File: src/rtl/mem_arb_pkg.sv
// Shared types for the BRAM port arbiter: FSM states, owner IDs and
// the legal BRAM read-latency range.
package mem_arb_pkg;

    typedef enum logic [1:0] {
        IDLE   = 2'd0,
        ACCESS = 2'd1,
        WAIT   = 2'd2
    } arb_state_t;

    typedef enum logic [1:0] {
        OWN_IF  = 2'd0,
        OWN_DM  = 2'd1,
        OWN_DBG = 2'd2
    } owner_t;

    localparam int RD_LAT_MIN = 1;
    localparam int RD_LAT_MAX = 4;
    localparam int STARVE_W   = 8;

endpackage

File: src/rtl/mem_arb_pick.sv
// Winner select for the BRAM port (dm > if > dbg) with a starvation
// counter that lets a long-waiting debug request jump the queue.
module mem_arb_pick
    import mem_arb_pkg::*;
#(
    parameter int STARVE_MAX = 8
) (
    input  logic       clk,
    input  logic       rst_n,
    input  logic       arb_en,
    input  logic       if_req,
    input  logic       dm_req,
    input  logic       dbg_req,
    output logic       win_vld,
    output logic [1:0] win_id
);
    localparam logic [STARVE_W-1:0] STARVE_LIM = STARVE_W'(STARVE_MAX);

    logic [STARVE_W-1:0] starve_cnt;
    logic                dbg_force;

    assign dbg_force = dbg_req && (starve_cnt == STARVE_LIM);

    always_comb begin
        win_vld = arb_en && (if_req || dm_req || dbg_req);
        win_id  = OWN_IF;
        if (dbg_force)    win_id = OWN_DBG;
        else if (dm_req)  win_id = OWN_DM;
        else if (if_req)  win_id = OWN_IF;
        else if (dbg_req) win_id = OWN_DBG;
    end

    // Counts only arbitrations debug actually lost; a dropped request forgets its history.
    always_ff @(posedge clk or negedge rst_n) begin
        if (!rst_n) begin
            starve_cnt <= '0;
        end else if (!dbg_req) begin
            starve_cnt <= '0;
        end else if (win_vld) begin
            if (win_id == OWN_DBG)
                starve_cnt <= '0;
            else if (starve_cnt != STARVE_LIM)
                starve_cnt <= starve_cnt + 1'b1;
        end
    end

endmodule

File: src/rtl/mem_port_arbiter.sv
// Shares the single-port instruction/data BRAM between fetch, data access
// and the debug readout, one access at a time through IDLE/ACCESS/WAIT.
module mem_port_arbiter
    import mem_arb_pkg::*;
#(
    parameter int ADDR_W     = 16,
    parameter int DATA_W     = 32,
    parameter int RD_LAT     = 1,
    parameter int STARVE_MAX = 8
) (
    input  logic              clk,
    input  logic              rst_n,
    input  logic              if_req,
    input  logic [ADDR_W-1:0] if_addr,
    output logic              if_gnt,
    output logic              if_rvalid,
    output logic [DATA_W-1:0] if_rdata,
    input  logic              dm_req,
    input  logic              dm_we,
    input  logic [ADDR_W-1:0] dm_addr,
    input  logic [DATA_W-1:0] dm_wdata,
    output logic              dm_gnt,
    output logic              dm_rvalid,
    output logic [DATA_W-1:0] dm_rdata,
    input  logic              dbg_req,
    input  logic [ADDR_W-1:0] dbg_addr,
    output logic              dbg_gnt,
    output logic              dbg_rvalid,
    output logic [DATA_W-1:0] dbg_rdata,
    output logic              mem_en,
    output logic              mem_we,
    output logic [ADDR_W-1:0] mem_addr,
    output logic [DATA_W-1:0] mem_wdata,
    input  logic [DATA_W-1:0] mem_rdata,
    output logic              busy
);
    localparam int LAT_W = $clog2(RD_LAT_MAX + 1);

    arb_state_t        state;
    owner_t            owner;
    logic [LAT_W-1:0]  lat_cnt;
    logic              arb_en;
    logic              win_vld;
    logic [1:0]        win_id;
    owner_t            win_own;
    logic [ADDR_W-1:0] sel_addr;
    logic              sel_we;

    assign arb_en  = (state == IDLE);
    assign win_own = owner_t'(win_id);
    assign busy    = (state != IDLE);

    mem_arb_pick #(.STARVE_MAX(STARVE_MAX)) u_pick (
        .clk     (clk),
        .rst_n   (rst_n),
        .arb_en  (arb_en),
        .if_req  (if_req),
        .dm_req  (dm_req),
        .dbg_req (dbg_req),
        .win_vld (win_vld),
        .win_id  (win_id)
    );

    always_comb begin
        sel_addr = if_addr;
        sel_we   = 1'b0;
        case (win_own)
            OWN_DM:  begin sel_addr = dm_addr; sel_we = dm_we; end
            OWN_DBG: sel_addr = dbg_addr;
            default: ;
        endcase
    end

    always_ff @(posedge clk or negedge rst_n) begin
        if (!rst_n) begin
            state      <= IDLE;
            owner      <= OWN_IF;
            lat_cnt    <= '0;
            mem_en     <= 1'b0;
            mem_we     <= 1'b0;
            mem_addr   <= '0;
            mem_wdata  <= '0;
            if_gnt     <= 1'b0;
            dm_gnt     <= 1'b0;
            dbg_gnt    <= 1'b0;
            if_rvalid  <= 1'b0;
            dm_rvalid  <= 1'b0;
            dbg_rvalid <= 1'b0;
            if_rdata   <= '0;
            dm_rdata   <= '0;
            dbg_rdata  <= '0;
        end else begin
            if_gnt     <= 1'b0;
            dm_gnt     <= 1'b0;
            dbg_gnt    <= 1'b0;
            if_rvalid  <= 1'b0;
            dm_rvalid  <= 1'b0;
            dbg_rvalid <= 1'b0;
            case (state)
                IDLE: begin
                    if (win_vld) begin
                        state     <= ACCESS;
                        owner     <= win_own;
                        mem_en    <= 1'b1;
                        mem_we    <= sel_we;
                        mem_addr  <= sel_addr;
                        mem_wdata <= sel_we ? dm_wdata : '0;
                        if_gnt    <= (win_own == OWN_IF);
                        dm_gnt    <= (win_own == OWN_DM);
                        dbg_gnt   <= (win_own == OWN_DBG);
                    end
                end
                ACCESS: begin
                    mem_en <= 1'b0;
                    mem_we <= 1'b0;
                    if (mem_we) begin
                        state <= IDLE;
                    end else begin
                        state   <= WAIT;
                        lat_cnt <= LAT_W'(RD_LAT);
                    end
                end
                WAIT: begin
                    // Last wait cycle is the one where BRAM data is on mem_rdata.
                    if (lat_cnt == LAT_W'(1)) begin
                        state <= IDLE;
                        case (owner)
                            OWN_DM:  begin dm_rvalid  <= 1'b1; dm_rdata  <= mem_rdata; end
                            OWN_DBG: begin dbg_rvalid <= 1'b1; dbg_rdata <= mem_rdata; end
                            default: begin if_rvalid  <= 1'b1; if_rdata  <= mem_rdata; end
                        endcase
                    end else begin
                        lat_cnt <= lat_cnt - 1'b1;
                    end
                end
                default: state <= IDLE;
            endcase
        end
    end

endmodule

File: config.mk
export PLATFORM = sky130hd
export DESIGN_NAME = mem_port_arbiter
export DESIGN_NICKNAME = d
export VERILOG_FILES = /design/src/rtl/mem_arb_pkg.sv /design/src/rtl/mem_arb_pick.sv /design/src/rtl/mem_port_arbiter.sv
export SDC_FILE = /design/constraint.sdc
export NUM_CORES = 1
export LEC_CHECK = 0
export BUFFER_PORTS_ARGS = -buffer_cell sky130_fd_sc_hd__clkbuf_2
export CAP_MARGIN = 10
export CORE_ASPECT_RATIO = 0.9
export CORE_MARGIN = 2
export CORE_UTILIZATION = 44
export CTS_CLUSTER_SIZE = 8
export DETAILED_ROUTE_END_ITERATION = 10
export PLACE_DENSITY = 0.75
export REMOVE_ABC_BUFFERS = 1
export SLEW_MARGIN = 20
export SYNTH_ARGS = -nofsm -noshare
export SYNTH_HDL_FRONTEND = slang
export SYNTH_SLANG_ARGS = --single-unit
File: constraint.sdc
create_clock -name clk -period 1.8 [get_ports clk]
set_input_delay 0.27 -clock clk [delete_from_list [all_inputs] [get_ports clk]]
set_output_delay 0.27 -clock clk [all_outputs]
set_load 0.02 [all_outputs]
==> summary.md <==
| Metric | Value |
|---|---|
| Post-synthesis compound-gate area fraction | between 10% and 20% |
| Clock tree from TritonCTS | done |
| Yosys cell types | 43 |
| Initial antenna violation count | 0 |
| Max rail drop VDD | ~1 mV |
| Setup CP Type | reg -> reg |
| Final period util | between 90% and 100% |
| Syn avg cell area | between 10 and 15 µm² |
| Total GRT Usage | 21.2% |
| Initial DRC count | roughly 230 |
| Final Setup Violations | 0 |
| GRT overflow | 0 |
| Initial core utilization | 45.1% |
| Via Count | between 5,000 and 6,000 |
| Post-synthesis instance total | ~460 |
| Register share of total power | ~38% |
| Dpl cells | between 900 and 1,000 |
| FFs w/ async S/R, synth | 100% |
| Worst setup margin | ~0.055 ns |
| Yosys reg bits | ~170 |
| Dpl hpwl | around 12,000 µm |
| Largest net degree at the start of global routing | 58 |
| Die area | roughly 0.016 mm² |
| Crit start category | flip-flop |
| Vias per cell | about 5.2 |
| Outcome | finished, final reports clean |
| N_diodes | 0 |
| Port buffer count | 270 |
| Clock sink total | 167 |
| I/O pin cnt | 271 |
| DRT antenna net count | 0 |
| Pwr/cell area | ~1900 mW/mm² |
| Die Wd | 134 µm |
| Core area | 0.0148 mm² |
| Total Wirelength | between 15,000 and 20,000 µm |
| Maximum clock path buffer count | 2 |
| Synth-to-Final Area Change | 36.9% |
| Sequential area share after synthesis | 62.8% |
| TritonCTS Buffers | 17 |
| Internal power | ~10 mW |
| DP Area | about 0.0083 mm² |
| Drt pass-1 iters | 5 |
| Worst min path class | in -> reg |
| Share of layout cells above drive strength 1 | 47.3% |
| Unrepaired setup endpoints after global routing | true |
| Number of flops mapped to enable cells by yosys | 0 |
| Least-Margin Pin Slew | between 0.4 and 0.5 ns |
| Fmax | ~570 MHz |
| Finished Core Util | 61.7% |
| Post-route DRC violation count | 0 |
| Final Max Slew Viols | 0 |
| Headroom to the max-slew limit | between 70% and 80% |
| Largest family of logic cells by synthesized area | multiplexers |
| CP endpoint kind | flip-flop |
| Finished Layout Cells | roughly 970 |
| CTS root buffer | clkbuf_16 |
| Arrival @ worst endpoint | about 2.1 ns |
| Clock-pin slew on the worst setup and hold paths | 0.07 ns |
| Post-layout min period | approximately 1.7 ns |
| Maxcap violations | 0 |
| Place WS | -0.0103 ns |
| Nets | between 800 and 900 |
| Post-synthesis mux area share | 16.4% |
| Global placement routability congestion | 0.849 |
| Pleak | around 4.6 nW |
| Vias in the first global route | about 5,100 |
| First-pass GRT wire length | around 26,000 µm |
| Sw frac | approximately two fifths |
| Gate power share | between 40% and 50% |
| Psw | around 7 mW |
| Post-synth top flop | dfrtp_1 |
| Clock Latency Late Sink | ~0.42 ns |
| Post-synthesis simple-gate area fraction | 4.42% |
| Standard-cell rows | 42 |
| Synth warn | 0 |
| Pwr Total | 17.3 mW |
| Clk_skew | roughly 0.0083 ns |
| H-Tree Depth | 4 |
| Clk pwr share | 20.3% |
| Design area | 0.00911 mm² |
| Avg WL per Cell | between 15 and 20 µm |
| Post-Synth XOR/XNOR Area | 0.526% |
| Synth Area in Adders | under 10% |
| Die H | 121 µm |
| Worst EP required | 2.16 ns |
| Hold Fails Final Rpt | 0 |
| Synthesized area | ~0.0067 mm² |
| Crit Path Max Fanout | 9 |
## power by group through the flow
stage                     registers (mW)  logic (mW)  clock network [mW]
final                               6.49        7.31                3.51
after global routing                6.67        7.81                3.75
after CTS                           6.49        7.13                3.58
after detailed placement            6.53        7.08                   0
after global placement              6.43        6.87                   0
after floorplan                     8.31        2.24                   0
## worst max-delay path, cell delays in order (launching register included)
cell and delay, ns:
dfrtp_1 0.34, inv_1 0.05, ha_1 0.18, nor4b_4 0.12, buf_4 0.17, a211oi_4 0.23
buf_4 0.20, and2_4 0.24, a22o_1 0.15
## cell usage after synthesis (2+ instances only)
cell type	instances	share of area, %
and2_1	2	0.19
a22oi_1	16	1.8
mux2_1	83	14
a2bb2oi_1	2	0.26
nor2_1	8	0.45
ha_1	6	1.1
a22o_1	33	4.3
nand2b_1	2	0.19
and3_1	2	0.19
mux2_2	13	2.2
clkbuf_1	8	0.45
a21oi_1	5	0.38
buf_2	13	0.98
xnor2_1	4	0.53
a21o_1	4	0.45
buf_12	4	1.2
dfrtp_1	167	63
nor2b_1	2	0.19
nand2_1	29	1.6
o21ai_0	3	0.23
inv_1	13	0.73
a211oi_1	2	0.23
o211ai_1	2	0.23
a32oi_1	16	2.1
nand3_1	4	0.30
## layout make-up
| type | count | area, µm² |
|---|---|---|
| clock buffer | 21 | 460 |
| clock inverter | 11 | 114 |
| fill | 1146 | 5650 |
| inverter | 14 | 52.6 |
| multi-input combinational | 256 | 2310 |
| sequential | 167 | 4180 |
| tap | 198 | 248 |
| timing repair buffer | 300 | 1750 |
## routing by layer
metal  share of wire [%]  up-vias  global-route usage, %
met3                 8.1       30                   6.75
met1                  40     2505                   25.7
met4                 2.6        0                   9.24
met5                   0        -                      0
met2                  49      258                   35.0
li1                    -     2274                      -
## state kept, by name (all words and copies together) (netlist names), 2 cells and up
register,flops
lat_cnt,3
if_rdata,32
dm_rdata,32
mem_wdata,32
state,2
mem_addr,16
owner,2
u_pick.starve_cnt,8
dbg_rdata,32
## per-stage QoR
stage                     setup TNS, ns  hold WS (ns)
after floorplan                  -48.36       -0.0256
after global placement                0         0.203
after detailed placement        -0.0150         0.218
after CTS                             0        0.0441
after global routing             -0.243        0.0406
final                                 0        0.0606
## path summary, 6_finish.rpt
path / start / endpoint / slack [ns] / depth (start not counted)
min: dm_wdata[19] / mem_wdata[19]$_DFFE_PN0P_ / 0.06 / 2
max in group asynchronous: rst_n / state[0]$_DFFE_PN0P_ / 0.80 / 3
max: u_pick.starve_cnt[0]$_DFFE_PN0P_ / mem_wdata[23]$_DFFE_PN0P_ / 0.05 / 8
min reg2reg: dm_rdata[8]$_DFFE_PN0P_ / dm_rdata[8]$_DFFE_PN0P_ / 0.49 / 1
min in group asynchronous: rst_n / if_gnt$_DFF_PN0_ / 0.36 / 2
max reg2reg: u_pick.starve_cnt[0]$_DFFE_PN0P_ / mem_wdata[23]$_DFFE_PN0P_ / 0.05 / 8
## kinds of logic (layout without fill, tap and decap cells)
| family | Yosys count | in the layout |
|---|---|---|
| and+or+nand+nor | 57 | 60 |
| adders and majority gates | 6 | 6 |
| AOI/OAI and AO/OA | 89 | 89 |
| muxes | 97 | 97 |
| buffers and inverters | 41 | 346 |
| xor gates and xnor gates | 4 | 4 |
| DFF | 167 | 167 |
## cells in the final DEF, fill, tap and decap left out, drive strengths merged, types with 5 or more instances in the layout
| master | count |
|---|---|
| a21oi | 5 |
| a22o | 33 |
| a22oi | 16 |
| a32oi | 16 |
| and2 | 6 |
| buf | 27 |
| clkbuf | 293 |
| clkinvlp | 5 |
| dfrtp | 167 |
| ha | 6 |
| inv | 18 |
| mux2 | 96 |
| nand2 | 29 |
| nor2 | 9 |
## what timing repair did
action / in CTS / in global routing
endpoints found under the hold margin: 37 / 0
buffers inserted: 0 / 3
endpoints found under the setup margin: 36 / 118
pin swaps: 1 / 7
gates resized for setup: 3 / 15
hold buffers: 1 / 0
gates cloned: 0 / 7
(Power assumes the default switching activity.)
